`config.mk`:
```
export PLATFORM = sky130hd
export DESIGN_NAME = lock_key_loader
export DESIGN_NICKNAME = d
export VERILOG_FILES = /design/src/rtl/lock_key_loader_pkg.sv /design/src/rtl/lock_key_loader_sipo.sv /design/src/rtl/lock_key_loader.sv
export SDC_FILE = /design/constraint.sdc
export NUM_CORES = 1
export LEC_CHECK = 0
export BUFFER_PORTS_ARGS = -buffer_cell sky130_fd_sc_hd__buf_2
export CORE_ASPECT_RATIO = 0.75
export CORE_MARGIN = 1
export CORE_UTILIZATION = 56
export DETAILED_ROUTE_END_ITERATION = 8
export GPL_TIMING_DRIVEN = 1
export PLACE_DENSITY = 0.82
export SYNTH_ARGS = -nofsm -noshare
export SYNTH_HDL_FRONTEND = slang
export SYNTH_SLANG_ARGS = --single-unit
```
`constraint.sdc`:
```
create_clock -name clk -period 5.2 [get_ports clk]
set_input_delay 0.26 -clock clk [delete_from_list [all_inputs] [get_ports clk]]
set_output_delay 0.26 -clock clk [all_outputs]
set_load 0.005 [all_outputs]
```
`src/rtl/lock_key_loader_pkg.sv`:
```
// Shared definitions for the serial key loader: frame geometry, FSM state
// encoding and the nibble-fold checksum used to validate a received key.
package lock_key_pkg;

  localparam int KEY_W   = 16;
  localparam int CHK_W   = 4;
  localparam int FRAME_W = KEY_W + CHK_W;
  localparam int CNT_W   = $clog2(FRAME_W);

  typedef enum logic [1:0] {
    IDLE   = 2'd0,
    SHIFT  = 2'd1,
    CHECK  = 2'd2,
    LOCKED = 2'd3
  } state_t;

  // XOR of all CHK_W-bit slices of the key.
  function automatic logic [CHK_W-1:0] chk_fold(input logic [KEY_W-1:0] key);
    logic [CHK_W-1:0] acc;
    acc = {CHK_W{1'b0}};
    for (int i = 0; i < KEY_W / CHK_W; i++) begin
      acc = acc ^ key[i*CHK_W +: CHK_W];
    end
    return acc;
  endfunction

endpackage

```
`src/rtl/lock_key_loader_sipo.sv`:
```
// Serial-in/parallel-out frame register with bit counter.
// Ports:
//   clk, rst_n  - clock, synchronous active-low reset
//   clr         - zero the counter and the shift register
//   shift_en    - accept sdi this cycle (shift right, sdi enters the MSB)
//   sdi         - serial data bit
//   full        - the counter points at the last bit of the frame
//   data        - the frame; after FRAME_W shifts the first bit sits at data[0]
module lock_key_sipo
  import lock_key_pkg::*;
(
  input  logic               clk,
  input  logic               rst_n,
  input  logic               clr,
  input  logic               shift_en,
  input  logic               sdi,
  output logic               full,
  output logic [FRAME_W-1:0] data
);

  localparam logic [CNT_W-1:0] LAST_CNT = CNT_W'(FRAME_W - 1);
  localparam logic [CNT_W-1:0] ONE_CNT  = {{(CNT_W-1){1'b0}}, 1'b1};

  logic [FRAME_W-1:0] data_r;
  logic [CNT_W-1:0]   count_r;

  assign full = (count_r == LAST_CNT);
  assign data = data_r;

  // Shift register and bit counter; the counter wraps to zero on the last
  // bit so it is already cleared when the frame is checked.
  always_ff @(posedge clk) begin
    if (!rst_n) begin
      data_r  <= {FRAME_W{1'b0}};
      count_r <= {CNT_W{1'b0}};
    end else if (clr) begin
      data_r  <= {FRAME_W{1'b0}};
      count_r <= {CNT_W{1'b0}};
    end else if (shift_en) begin
      data_r  <= {sdi, data_r[FRAME_W-1:1]};
      count_r <= full ? {CNT_W{1'b0}} : (count_r + ONE_CNT);
    end else begin
      data_r  <= data_r;
      count_r <= count_r;
    end
  end

endmodule

```
`src/rtl/lock_key_loader.sv`:
```
// One-time serial key loader for the locked netlist's key inputs.
// Ports:
//   clk, rst_n   - clock, synchronous active-low reset
//   key_valid    - serial bit valid
//   key_sdi      - serial bit (key LSB first, then checksum LSB first)
//   key_ready    - loader accepts a bit this cycle (registered, state only)
//   key_clear    - abort a partial frame
//   key_out      - registered key bus, bit i drives netlist key input i
//   key_applied  - level, high once a key has been committed
//   key_err      - one-cycle pulse on checksum mismatch
module lock_key_loader
  import lock_key_pkg::*;
(
  input  logic             clk,
  input  logic             rst_n,
  input  logic             key_valid,
  input  logic             key_sdi,
  output logic             key_ready,
  input  logic             key_clear,
  output logic [KEY_W-1:0] key_out,
  output logic             key_applied,
  output logic             key_err
);

  state_t             state_r;
  state_t             state_nxt_s;
  logic               ready_r;
  logic               ready_nxt_s;
  logic [KEY_W-1:0]   key_out_r;
  logic               applied_r;
  logic               err_r;

  logic               loading_s;
  logic               accept_s;
  logic               clr_s;
  logic               shift_en_s;
  logic               commit_s;
  logic               mismatch_s;
  logic               full_s;
  logic               match_s;
  logic [FRAME_W-1:0] frame_s;

  // Clear beats a coinciding bit; nothing is accepted outside IDLE/SHIFT.
  assign loading_s = (state_r == IDLE) || (state_r == SHIFT);
  assign clr_s     = loading_s && key_clear;
  assign accept_s  = loading_s && key_valid && !key_clear;
  assign match_s   = (chk_fold(frame_s[KEY_W-1:0]) == frame_s[FRAME_W-1:KEY_W]);

  lock_key_sipo u_sipo (
    .clk      (clk),
    .rst_n    (rst_n),
    .clr      (clr_s),
    .shift_en (shift_en_s),
    .sdi      (key_sdi),
    .full     (full_s),
    .data     (frame_s)
  );

  // FSM state register.
  always_ff @(posedge clk) begin
    if (!rst_n) begin
      state_r <= IDLE;
    end else begin
      state_r <= state_nxt_s;
    end
  end

  // FSM next-state logic.
  always_comb begin
    state_nxt_s = state_r;
    case (state_r)
      IDLE: begin
        if (clr_s) begin
          state_nxt_s = IDLE;
        end else if (accept_s) begin
          state_nxt_s = SHIFT;
        end else begin
          state_nxt_s = IDLE;
        end
      end
      SHIFT: begin
        if (clr_s) begin
          state_nxt_s = IDLE;
        end else if (accept_s && full_s) begin
          state_nxt_s = CHECK;
        end else begin
          state_nxt_s = SHIFT;
        end
      end
      CHECK: begin
        if (match_s) begin
          state_nxt_s = LOCKED;
        end else begin
          state_nxt_s = IDLE;
        end
      end
      LOCKED:  state_nxt_s = LOCKED;
      default: state_nxt_s = IDLE;
    endcase
  end

  // FSM output decode: datapath strobes and the next value of key_ready.
  always_comb begin
    shift_en_s  = 1'b0;
    commit_s    = 1'b0;
    mismatch_s  = 1'b0;
    ready_nxt_s = (state_nxt_s == IDLE) || (state_nxt_s == SHIFT);
    case (state_r)
      IDLE, SHIFT: begin
        shift_en_s = accept_s;
      end
      CHECK: begin
        if (match_s) begin
          commit_s = 1'b1;
        end else begin
          mismatch_s = 1'b1;
        end
      end
      LOCKED: begin
        shift_en_s = 1'b0;
      end
      default: begin
        shift_en_s = 1'b0;
      end
    endcase
  end

  // Output registers; key_out is written only on a commit, so it changes at
  // most once between resets.
  always_ff @(posedge clk) begin
    if (!rst_n) begin
      ready_r   <= 1'b1;
      key_out_r <= {KEY_W{1'b0}};
      applied_r <= 1'b0;
      err_r     <= 1'b0;
    end else begin
      ready_r   <= ready_nxt_s;
      key_out_r <= commit_s ? frame_s[KEY_W-1:0] : key_out_r;
      applied_r <= applied_r || commit_s;
      err_r     <= mismatch_s;
    end
  end

  assign key_ready   = ready_r;
  assign key_out     = key_out_r;
  assign key_applied = applied_r;
  assign key_err     = err_r;

endmodule

```
==> results of run 1 <==
[cell families (layout without fill, tap and decap cells)]
logic type | Yosys count | in the layout | synth area share (%)
and+or+nand+nor | 92 | 92 | 20.50
xor gates and xnor gates | 15 | 15 | 9.638
AOI/OAI and AO/OA | 31 | 31 | 8.667
adders and majority gates | 1 | 1 | 0.6467
buffers and inverters | 15 | 36 | 4.140
muxes | 17 | 17 | 8.797
DFF | 46 | 46 | 47.61
[per-layer routing]
layer	wire length (microns)	vias to the layer above	share of wire, %
met3	125	7	3.7
met4	57	0	1.7
met2	1513	27	45
met5	0	-	0
li1	-	755	-
met1	1649	666	49
[critical path, stage by stage (launching register included)]
cell and delay (ps):
sky130_fd_sc_hd__dfxtp_1 410, sky130_fd_sc_hd__xnor3_1 450, sky130_fd_sc_hd__xnor2_1 210, sky130_fd_sc_hd__nand4_2 160, sky130_fd_sc_hd__nor3_4 790, sky130_fd_sc_hd__mux2i_1 290
[worst max-delay path by stage]
| stage | cells after the start | endpoint | start | slack (ps) |
|---|---|---|---|---|
| 6_report | 5 | key_out[14] | u_sipo.data[3] | 2800 |
| 5_1_grt | 5 | key_out[14] | u_sipo.data[1] | 2640 |
| 4_1_cts | 5 | key_out[14] | u_sipo.data[3] | 2770 |
| 3_5_place_dp | 5 | key_out[4] | u_sipo.data[3] | 2810 |
| 3_3_place_gp | 5 | key_out[14] | u_sipo.data[4] | 2890 |
| 2_1_floorplan | 7 | key_out[10] | u_sipo.data[4] | 3470 |
[layout make-up]
| type | instances | area (sq um) |
|---|---|---|
| clock buffer | 8 | 110.1 |
| fill | 279 | 1126 |
| inverter | 3 | 11.26 |
| multi-input combinational | 156 | 939.7 |
| sequential | 46 | 920.9 |
| tap | 40 | 50.05 |
| timing repair buffer | 25 | 130.1 |
[through the flow]
stage | hold WS (ps) | utilization [%] | setup WS (ps) | power [mW]
2_1_floorplan | 396.0 | - | 3465 | 0.3766
3_3_place_gp | 441.2 | 62.40 | 2886 | 0.3821
3_5_place_dp | 443.1 | 62.40 | 2809 | 0.3824
4_1_cts | 195.0 | 65.75 | 2770 | 0.6252
5_1_grt | 232.5 | 65.75 | 2642 | 0.6410
6_report | 201.5 | 65.75 | 2803 | 0.6198
[power groups by stage]
stage / Clock [mW] / Sequential, mW / Combinational (mW)
2_1_floorplan: 0 / 0.362 / 0.0148
3_3_place_gp: 0 / 0.362 / 0.0199
3_5_place_dp: 0 / 0.362 / 0.0202
4_1_cts: 0.251 / 0.354 / 0.0203
5_1_grt: 0.264 / 0.354 / 0.0228
6_report: 0.246 / 0.354 / 0.0203
[synth_stat cells (3+ instances only)]
master and number:
sky130_fd_sc_hd__a21oi_1 24, sky130_fd_sc_hd__clkbuf_1 10, sky130_fd_sc_hd__dfxtp_1 46, sky130_fd_sc_hd__inv_1 3, sky130_fd_sc_hd__mux2i_1 17, sky130_fd_sc_hd__nand2_1 76, sky130_fd_sc_hd__nand3_1 3, sky130_fd_sc_hd__nor2_1 3
sky130_fd_sc_hd__o21ai_0 3, sky130_fd_sc_hd__xnor2_1 9, sky130_fd_sc_hd__xnor3_1 4
[registers in the layout, summed over array words and instances (netlist names)]
signal	flops
u_sipo.data	20
key_out	16
u_sipo.count_r	5
state_r	2
key_applied	1
key_err	1
key_ready	1
==> implementation parameters, run 1 <==
Parameter                              Value

Worst hold path
  Terminating pin of the worst hold path ... u_sipo.data[19]
  Hold Startpoint ... key_sdi
  Hold Path Depth ... 3
  Hold crit path type ... in -> reg

Synthesis
  Number of synthesized register bits ... 46
  Count of unique library cells instantiated by Yosys ... 27
  Top cells by area, synth ... sky130_fd_sc_hd__dfxtp_1, sky130_fd_sc_hd__nand2_1, sky130_fd_sc_hd__mux2i_1
  Instance count of the mapped netlist ... 217
  Synth Net Count ... 223
  Post-synth design cell area ... 1934 sq um
  Synth Warn # ... 0
  Most area-hungry cell type in the Yosys netlist ... sky130_fd_sc_hd__dfxtp_1
  Most frequently used flop master after synthesis ... sky130_fd_sc_hd__dfxtp_1
  Syn avg cell area ... 8.914 sq um
  Proportion of synthesized flip-flops having asynchronous set or reset ... 0%
  Share of synthesized area occupied by flip-flops and latches ... 47.61%
  Post-synth EDFFs ... 0
  Area share of the leading cell type in the synthesized netlist ... 47.61%

Drt
  First DRT Iteration DRCs ... 51
  Via density ... 5.234
  Number of remaining DRC errors ... 0
  Post-detailed-route wirelength per cell ... 12.03 microns
  Number of detailed-routing iterations run before antenna repair ... 4
  Vias after detailed routing ... 1,455
  Wire length reported by the detailed router ... 3345 microns
  Number of nets still failing antenna checks after routing ... 0

STA
  Number of failing hold endpoints at the final stage ... 0
  Max-slew headroom at the worst pin ... 33.49%
  Transition at the pin with the smallest max-transition slack ... 994.4 ps
  Setup TNS ... 0 ps
  Maximum clock frequency ... 417.3 MHz
  Unrepaired setup endpoints after global routing ... no
  Largest clock skew in the final design ... 4.236 ps
  Share of the clock period used by the worst path after layout ... 46.09%
  Slew Viols, Final ... 0
  Time the final worst path needs with I/O delays and setup ... 2397 ps
  Number of failing setup endpoints in the final timing report ... 0

Pwr
  Net switching fraction of the power ... 20.66%
  Portion of total power attributed to the clock network ... 39.6%
  Leakage Power ... 0.7537 nW
  Int Power ... 0.4917 mW
  Sequential fraction of design power ... 57.1%
  Part of the power in combinational logic ... 3.3%
  Largest vdd supply drop ... 0.1841 mV
  Power density relative to cell area ... 286.7 nW/um^2
  Net Switching ... 0.1281 mW

GRT
  Grt peak-use layer ... met2
  Vias in the first global route ... 1,249
  Overflow left after global routing ... 0
  Global routing usage summed across all routing layers ... 20.44%
  Initial antenna violation count ... 0
  Met2 capacity usage during global routing ... 32.37%
  Grt met1 use ... 26.84%
  Global-route wire length before repair ... 5775 microns
  Met3 GRT Util ... 4.762%
  Largest net degree at the start of global routing ... 39

Clock tree
  Worst skew pair latency ... 300 ps
  Number of buffers created by CTS ... 5
  H-Tree Level Count ... 2
  Post-CTS Hold Buffers ... 0
  Clock transition at path regs ... 80 ps
  Sink count of the clock tree ... 46
  CTS tree ... yes
  Number of cells upsized or downsized after cts ... 0
  CTS max path bufs ... 2
  Clock Root Buffer ... sky130_fd_sc_hd__clkbuf_8
  Post-CTS setup buffers ... 0

Place
  Number of port buffers ... 23
  GP Congestion ... 0.7696
  Number of placed instances with taps included ... 270
  Post-Place Cell Area ... 2052 sq um
  Post-detail-place hpwl ... 2243 microns

Floorplan
  Total Die Area ... 3696 sq um
  Row count ... 18
  Die span in x ... 69.87 microns
  Core area ... 3288 sq um
  Initial Util ... 58.83%
  Die Y ... 52.90 microns
  Total I/O pin count ... 24

Worst setup path
  Startpoint of the most critical register-to-register path ... u_sipo.data[3]
  Required time of the critical path ... 5420 ps
  Crit-path max FO ... 17
  R2r worst-path depth ... 5
  Reg2reg end ... key_out[14]
  Worst setup path category ... reg -> reg
  Critical Path End Type ... flip-flop
  Register-to-register path setup slack ... 2800 ps
  Arrival @ worst endpoint ... 2620 ps
  Critical Path Source Type ... flip-flop

Finish
  Share of cells above drive strength 1 ... 15.97%
  Commonest cells after routing, fill and taps aside ... sky130_fd_sc_hd__nand2_1, sky130_fd_sc_hd__dfxtp_1, sky130_fd_sc_hd__a21oi_1, sky130_fd_sc_hd__buf_2, sky130_fd_sc_hd__mux2i_1
  Area of all placed cells without fillers ... 2162 sq um
  Antenna Cells ... 0
  Most common library cell in the layout ignoring fill and taps ... sky130_fd_sc_hd__nand2_1
  Layout Area Growth over Synthesis ... 11.77%
  Post-layout net count ... 243
  Number of standard cells in the final layout excluding fillers ... 278

Run
  Number of maximum-capacitance violations ... 0

Status
  Status ... completed
Note: power is estimated with default switching activity, not from simulation.
==> run 2, diff against run 1 <==
--- a/config.mk
+++ b/config.mk
@@ -5,6 +5,7 @@
 export SDC_FILE = /design/constraint.sdc
 export NUM_CORES = 1
 export LEC_CHECK = 0
+export ABC_AREA = 1
 export BUFFER_PORTS_ARGS = -buffer_cell sky130_fd_sc_hd__buf_2
 export CORE_ASPECT_RATIO = 0.75
 export CORE_MARGIN = 1
==> constraint.sdc (replaced) <==
create_clock -name clk -period 2.33 [get_ports clk]
set_input_delay 0.1165 -clock clk [delete_from_list [all_inputs] [get_ports clk]]
set_output_delay 0.1165 -clock clk [all_outputs]
set_load 0.005 [all_outputs]
==> run 2 against run 1 <==
  * The run now ends with DRC left
  * Critical path depth increased by 3
  * Cell area increased by 1.5%
  * Fmax increased by 35%
  * Largest power group unchanged
  * Synthesized cell count increased by 32%
  * Hold slack got worse by 100 ps
  * Clock power increased by 99%
  * Final cell count increased by 25%
  * Wire length increased by 9.8%
==> implementation parameters, run 2 <==
Parameter                              Value

Status
  Status ... finished, violations left
  Violated checks ... DRC

Run
  Number of maximum-capacitance violations ... 0 (unchanged)

GRT
  Initial antenna violation count ... 0 (unchanged)
  Vias in the first global route ... 1,446 (+16%)
  Global routing usage summed across all routing layers ... 21.86% (+1.4 points)
  Global-route wire length before repair ... 6285 microns (+8.8%)
  Largest net degree at the start of global routing ... 36 (-7.7%)
  Overflow left after global routing ... 0 (unchanged)

Worst setup path
  Max stage delay cell, worst path ... sky130_fd_sc_hd__dfxtp_1
  Register-to-register path setup slack ... 550 ps (-2250 ps)
  Cells along the critical path ... xor2_1 -> inv_1 -> nand2_1 -> nand2_1 -> nor2_4 -> nand3_4 -> nor2_1 -> nor2_1
  Critical Path Source Type ... flip-flop
  Largest stage delay on the critical path ... 420 ps (-370 ps)
  Required time of the critical path ... 2520 ps (-2900 ps)
  Arrival @ worst endpoint ... 1970 ps (-650 ps)
  Worst setup path category ... reg -> reg
  Critical Path End Type ... flip-flop
  Crit-path max FO ... 35 (+18)

STA
  Time the final worst path needs with I/O delays and setup ... 1778 ps (-619.0 ps)
  Transition at the pin with the smallest max-transition slack ... 572.6 ps (-421.7 ps)
  Unrepaired setup endpoints after global routing ... no
  Number of failing hold endpoints at the final stage ... 0 (unchanged)
  Max-slew headroom at the worst pin ... 61.82% (+28 points)
  Share of the clock period used by the worst path after layout ... 76.29% (+30 points)
  Number of failing setup endpoints in the final timing report ... 0 (unchanged)
  Setup TNS ... 0 ps (unchanged)
  Largest clock skew in the final design ... 5.671 ps (+1.435 ps)
  Worst-case setup margin in the final layout ... 552.4 ps (-2251 ps)
  Maximum clock frequency ... 562.6 MHz (+35%)
  Slew Viols, Final ... 0 (unchanged)

Clock tree
  Sink count of the clock tree ... 46 (unchanged)
  Worst skew pair latency ... 300 ps (about the same)
  H-Tree Level Count ... 2 (unchanged)
  Clock Root Buffer ... sky130_fd_sc_hd__clkbuf_8
  CTS max path bufs ... 2 (unchanged)
  Post-CTS setup buffers ... 0 (unchanged)
  Post-CTS Hold Buffers ... 0 (unchanged)
  Clock transition at path regs ... 80 ps (about the same)
  Number of cells upsized or downsized after cts ... 0 (unchanged)
  CTS tree ... yes
  Number of buffers created by CTS ... 5 (unchanged)

Synthesis
  Instance count of the mapped netlist ... 286 (+32%)
  Count of unique library cells instantiated by Yosys ... 24 (-11%)
  Area share of the leading cell type in the synthesized netlist ... 46.41% (-1.2 points)
  Top-count cell post-synth ... sky130_fd_sc_hd__nand2_1
  Synth Net Count ... 292 (+31%)
  Synth Warn # ... 0 (unchanged)
  Share of synthesized area occupied by flip-flops and latches ... 46.41% (-1.2 points)
  Proportion of synthesized flip-flops having asynchronous set or reset ... 0% (unchanged)
  Post-synth EDFFs ... 0 (unchanged)
  Post-synth design cell area ... 1984 sq um (+2.6%)
  Syn avg cell area ... 6.938 sq um (-22%)
  Ranking of synthesized cells by instance count ... sky130_fd_sc_hd__nand2_1, sky130_fd_sc_hd__nor2_1, sky130_fd_sc_hd__dfxtp_1
  Number of synthesized register bits ... 46 (unchanged)
  Top cells by area, synth ... sky130_fd_sc_hd__dfxtp_1, sky130_fd_sc_hd__nand2_1, sky130_fd_sc_hd__nor2_1
  Most frequently used flop master after synthesis ... sky130_fd_sc_hd__dfxtp_1
  Most area-hungry cell type in the Yosys netlist ... sky130_fd_sc_hd__dfxtp_1

Pwr
  Largest vdd supply drop ... 0.4912 mV (+170%)
  Net Switching ... 0.3285 mW (+160%)
  Total power after layout ... 1.399 mW (+130%)
  Portion of total power attributed to the clock network ... 35.0% (-4.6 points)
  Sequential fraction of design power ... 58.0% (+0.9 points)
  Power density relative to cell area ... 637.5 nW/um^2 (+120%)
  Net switching fraction of the power ... 23.48% (+2.8 points)
  Int Power ... 1.071 mW (+120%)
  Part of the power in combinational logic ... 7.0% (+3.7 points)
  Leakage Power ... 1.131 nW (+50%)

Drt
  Wire length reported by the detailed router ... 3673 microns (+9.8%)
  Via density ... 4.917 (-6.1%)
  Number of nets still failing antenna checks after routing ... 0 (unchanged)
  Number of remaining DRC errors ... 2 (+2)
  First DRT Iteration DRCs ... 95 (+86%)
  Post-detailed-route wirelength per cell ... 10.55 microns (-12%)
  Vias after detailed routing ... 1,711 (+18%)
  Number of detailed-routing iterations run before antenna repair ... 6 (+2)

Place
  Number of port buffers ... 23 (unchanged)
  DP Worst Slack ... 563.3 ps (-2246 ps)
  GP Congestion ... 0.8227 (+6.9%)
  Post-detail-place hpwl ... 2605 microns (+16%)

Finish
  Layout Area Growth over Synthesis ... 10.59%
  Post-layout net count ... 313 (+29%)
  Antenna Cells ... 0 (unchanged)
  Number of flip-flops in the largest register ... 20 (unchanged)
  Share of cells above drive strength 1 ... 11.69% (-4.3 points)
  Count of fill cells added during filler insertion ... 314 (+13%)
  Commonest cells after routing, fill and taps aside ... sky130_fd_sc_hd__nand2_1, sky130_fd_sc_hd__nor2_1, sky130_fd_sc_hd__dfxtp_1, sky130_fd_sc_hd__inv_1, sky130_fd_sc_hd__buf_2
  Most common library cell in the layout ignoring fill and taps ... sky130_fd_sc_hd__nand2_1

Floorplan
  Initial Util ... 59.53% (+0.71 points)
  Row count ... 18 (unchanged)
  Total Die Area ... 3788 sq um (+2.5%)
  Core area ... 3333 sq um (+1.4%)
  Die Y ... 53.55 microns (+1.2%)
  Die span in x ... 70.74 microns (+1.2%)
  Total I/O pin count ... 24 (unchanged)

Worst hold path
  Hold crit path type ... in -> reg
## run 2: cell types whose count changed after synthesis, sizes merged, moves of 6 or more
cell / previous run / this run
nor2: 3 / 56
inv: 3 / 42
nand2: 76 / 67
nand3: 3 / 11
a21oi: 24 / 16
clkbuf: 10 / 4
mux2i: 17 / 0
xnor2: 9 / 2
o21ai: 3 / 21
## run 2: path summary, 6_finish.rpt
kind	from	end	cells after the start
setup / recovery	u_sipo.data[3]	key_out[9]	8
hold / removal	key_sdi	u_sipo.data[19]	3
setup reg to reg	u_sipo.data[3]	key_out[9]	8
hold reg to reg	key_applied	key_applied	2
## run 2: final cells by class
type,instances,area (sq um),share of cell area [%]
clock inverters,1,5.005,0.2281
inverters,42,157.7,7.184
multi-input cells,187,844.6,38.48
flip-flops and latches,46,920.9,41.96
clock buffers,7,86.33,3.934
well taps,40,50.05,2.281
repair buffers,25,130.1,5.929
## run 2: metal layers
metal | vias up | global-route usage [%] | wire (microns)
li1 | 917 | - | -
met1 | 754 | 28.27 | 1832
met2 | 32 | 35.58 | 1589
met3 | 8 | 5.056 | 187
met4 | 0 | 10.00 | 63
met5 | - | 0 | 0
## run 2: kinds of logic after synthesis
group | synth area share, %
adder cells (fa/ha/maj) | 0.6304
flip-flops | 46.41
XOR/XNOR | 2.648
buffers and inverters | 11.03
AND/OR/NAND/NOR | 29.19
AO/OA/AOI/OAI | 10.09
## run 2: metrics by stage
stage | utilization, % | instances | area, sq um | hold slack (ps)
6_report | 65.84 | 348 | 2195 | 101.0
5_1_grt | 65.84 | 348 | 2195 | 152.0
4_1_cts | 65.84 | 348 | 2195 | 95.21
3_5_place_dp | 63.10 | 340 | 2103 | 408.6
3_3_place_gp | 63.10 | 340 | 2103 | 398.9
2_1_floorplan | - | 286 | 1984 | 248.1
## run 2: critical path: cells and delay by family (launching register included)
family | cells | cell delay, ps
xor+xnor | 1 | 250
simple gates | 6 | 940
flops | 1 | 420
buf+inv | 1 | 70
## run 2: power groups by stage
stage	Clock, mW	Sequential [mW]	Combinational [mW]
2_1_floorplan	0	0.826	0.0797
3_3_place_gp	0	0.829	0.0956
3_5_place_dp	0	0.830	0.0984
4_1_cts	0.504	0.811	0.0983
5_1_grt	0.544	0.814	0.113
6_report	0.489	0.811	0.0984
==> run 3, diff against run 2 <==
==> constraint.sdc (replaced) <==
create_clock -name clk -period 1.7 [get_ports clk]
set_input_delay 0.085 -clock clk [delete_from_list [all_inputs] [get_ports clk]]
set_output_delay 0.085 -clock clk [all_outputs]
set_load 0.005 [all_outputs]
==> run 3 against run 2 <==
  * The run still ends with DRC left
  * Final cell count increased by 3.4%
  * Clock skew increased by 1.1 ps
  * Die area unchanged
  * Clock power increased by 38%
  * Critical path depth increased by 2
  * Clock-buffer cell count unchanged
  * Power increased by 39%
  * Cell area increased by 5.1%
  * Fmax increased by 17%
  * Combinational power increased by 57%
  * Largest power group unchanged
==> implementation parameters, run 3 (same netlist as run 2, synthesis figures left out) <==
Parameter                              Value

STA
  Largest clock skew in the final design ... 6.763 ps (+1.092 ps)
  Max-slew headroom at the worst pin ... 70.22% (+8.4 points)
  Transition at the pin with the smallest max-transition slack ... 442.1 ps (-130.6 ps)
  Share of the clock period used by the worst path after layout ... 89.25% (+13 points)
  Time the final worst path needs with I/O delays and setup ... 1517 ps (-260.4 ps)
  Slew Viols, Final ... 0 (unchanged)
  Maximum clock frequency ... 659.1 MHz (+17%)
  Number of failing setup endpoints in the final timing report ... 0 (unchanged)
  Number of failing hold endpoints at the final stage ... 0 (unchanged)
  Worst Hold Slack ... 38.21 ps (-62.75 ps)

Place
  Number of placed instances with taps included ... 347 (+2.1%)
  Number of port buffers ... 23 (unchanged)
  Post-detail-place hpwl ... 2842 microns (+9.1%)
  GP Congestion ... 0.8247 (+0.24%)

Pwr
  Largest vdd supply drop ... 0.4953 mV (+0.84%)
  Leakage Power ... 1.197 nW (+5.8%)
  Power density relative to cell area ... 841.9 nW/um^2 (+32%)

Finish
  Commonest cells after routing, fill and taps aside ... sky130_fd_sc_hd__nand2_1, sky130_fd_sc_hd__nor2_1, sky130_fd_sc_hd__dfxtp_1, sky130_fd_sc_hd__inv_1, sky130_fd_sc_hd__buf_2
  Count of fill cells added during filler insertion ... 297 (-5.4%)
  Multi-input combinational cell area ... 847.1 sq um (+0.30%)
  Number of flip-flops in the largest register ... 20 (unchanged)
  Layout Area Growth over Synthesis ... 16.20%
  Antenna Cells ... 0 (unchanged)
  Post-layout net count ... 325 (+3.8%)
  Number of standard cells in the final layout excluding fillers ... 360 (+3.4%)
  Most common library cell in the layout ignoring fill and taps ... sky130_fd_sc_hd__nand2_1
  Reg area ... 927.1 sq um (+0.68%)
  Share of cells above drive strength 1 ... 16.88% (+5.2 points)

Clock tree
  Worst skew pair latency ... 290 ps (about the same)
  Clock Root Buffer ... sky130_fd_sc_hd__clkbuf_8
  Clock transition at path regs ... 80 ps (about the same)
  CTS tree ... yes
  H-Tree Level Count ... 2 (unchanged)
  Post-CTS Hold Buffers ... 0 (unchanged)
  CTS max path bufs ... 2 (unchanged)
  Sink count of the clock tree ... 46 (unchanged)
  Number of buffers created by CTS ... 5 (unchanged)

Floorplan
  Core area ... 3333 sq um (unchanged)
  Total Die Area ... 3788 sq um (unchanged)
  Die span in x ... 70.74 microns (unchanged)
  Total I/O pin count ... 24 (unchanged)
  Initial Util ... 59.53% (unchanged)
  Die Y ... 53.55 microns (unchanged)
  Row count ... 18 (unchanged)

Worst hold path
  Hold crit path type ... in -> reg

Worst setup path
  Worst setup path category ... reg -> reg
  Max stage delay cell, worst path ... sky130_fd_sc_hd__dfxtp_1
  Critical Path Source Type ... flip-flop
  Required time of the critical path ... 1940 ps (-580 ps)
  Arrival @ worst endpoint ... 1750 ps (-220 ps)
  Cells along the critical path ... xor2_1 -> inv_1 -> nand2_1 -> nand2_1 -> nor2_4 -> nand3_4 -> buf_4 -> nand2_1 -> nand2_1 -> nor2_1
  Worst path most repeated cell ... sky130_fd_sc_hd__nand2_1
  Number of buffers and inverters on the critical path ... 2 (+1)
  Register-to-register path setup slack ... 180 ps (-370 ps)
  Cell family with the largest share of critical-path delay ... simple AND/OR/NAND/NOR gates
  Critical Path End Type ... flip-flop
  Largest stage delay on the critical path ... 440 ps (+20 ps)
  Crit-path max FO ... 10 (-71%)

Drt
  Number of nets still failing antenna checks after routing ... 0 (unchanged)
  Number of detailed-routing iterations run before antenna repair ... 6 (unchanged)
  Post-detailed-route wirelength per cell ... 10.79 microns (+2.2%)
  Via density ... 4.906 (-0.23%)
  Number of remaining DRC errors ... 2 (unchanged)
  First DRT Iteration DRCs ... 94 (-1.1%)
  Wire length reported by the detailed router ... 3884 microns (+5.7%)
  Vias after detailed routing ... 1,766 (+3.2%)

GRT
  Vias in the first global route ... 1,522 (+5.3%)
  Met3 GRT Util ... 5.243% (+0.19 points)
  Grt peak-use layer ... met2
  Grt met1 use ... 27.94% (-0.33 points)
  Overflow left after global routing ... 0 (unchanged)
  Largest net degree at the start of global routing ... 23 (-36%)
  Global-route wire length before repair ... 6375 microns (+1.4%)
  Global routing usage summed across all routing layers ... 21.81% (-0.047 points)
  Met2 capacity usage during global routing ... 38.14% (+2.6 points)
  Initial antenna violation count ... 0 (unchanged)

Status
  Violated checks ... DRC
  Status ... finished, violations left

Run
  Number of maximum-capacitance violations ... 0 (unchanged)
==> run 3: cell count changes in the layout (fill, tap and decap cells not counted), sizes merged <==
cell  before  now
buf       25   37
==> run 3: final cells by class <==
class	count	area share (%)
multi-input cells	187	36.73
well taps	40	2.170
clock buffers	7	3.744
flip-flops and latches	46	40.21
inverters	42	6.837
clock inverters	1	0.2170
repair buffers	37	10.09
==> run 3: final timing paths <==
check	start	end	cells after the start
worst max register to register	u_sipo.data[3]	key_out[9]	10
worst max-delay path	u_sipo.data[3]	key_out[9]	10
worst min-delay path	rst_n	key_applied	3
worst min register to register	key_applied	key_applied	2
==> run 3: per-stage QoR <==
step                      utilization (%)  instance area, sq um  TNS, ps  setup slack (ps)  power, mW
after floorplan                         -                  1984        0             312.0      1.241
after global placement              65.05                  2168        0             183.5      1.274
after detailed placement            65.05                  2168        0             133.7      1.278
after CTS                           67.79                  2260        0             94.34      1.944
after global routing                69.18                  2306   -11.31            -11.31      2.020
final                               69.18                  2306        0             182.8      1.941
==> run 3: power breakdown <==
| part | leakage (nW) | switching, mW | internal (mW) | total (mW) |
|---|---|---|---|---|
| Combinational | 0.774 | 0.0957 | 0.0581 | 0.154 |
| Sequential | 0.375 | 0.0164 | 1.09 | 1.11 |
| Clock | 0.0482 | 0.348 | 0.328 | 0.676 |
==> run 3: per-layer routing <==
metal	vias to the layer above	share of wire, %
met5	-	0
li1	940	-
met1	796	50
met4	0	0.98
met3	4	3.2
met2	26	46
==> run 3: timing repair <==
action,in CTS,in global routing
buffers inserted,0,5
gates resized for setup,0,6
endpoints found under the setup margin,0,17
==> run 3: tightest hold or removal path, cell delays in order <==
cell and delay [ps]:
sky130_fd_sc_hd__buf_2 110, sky130_fd_sc_hd__inv_1 60, sky130_fd_sc_hd__a21oi_1 40
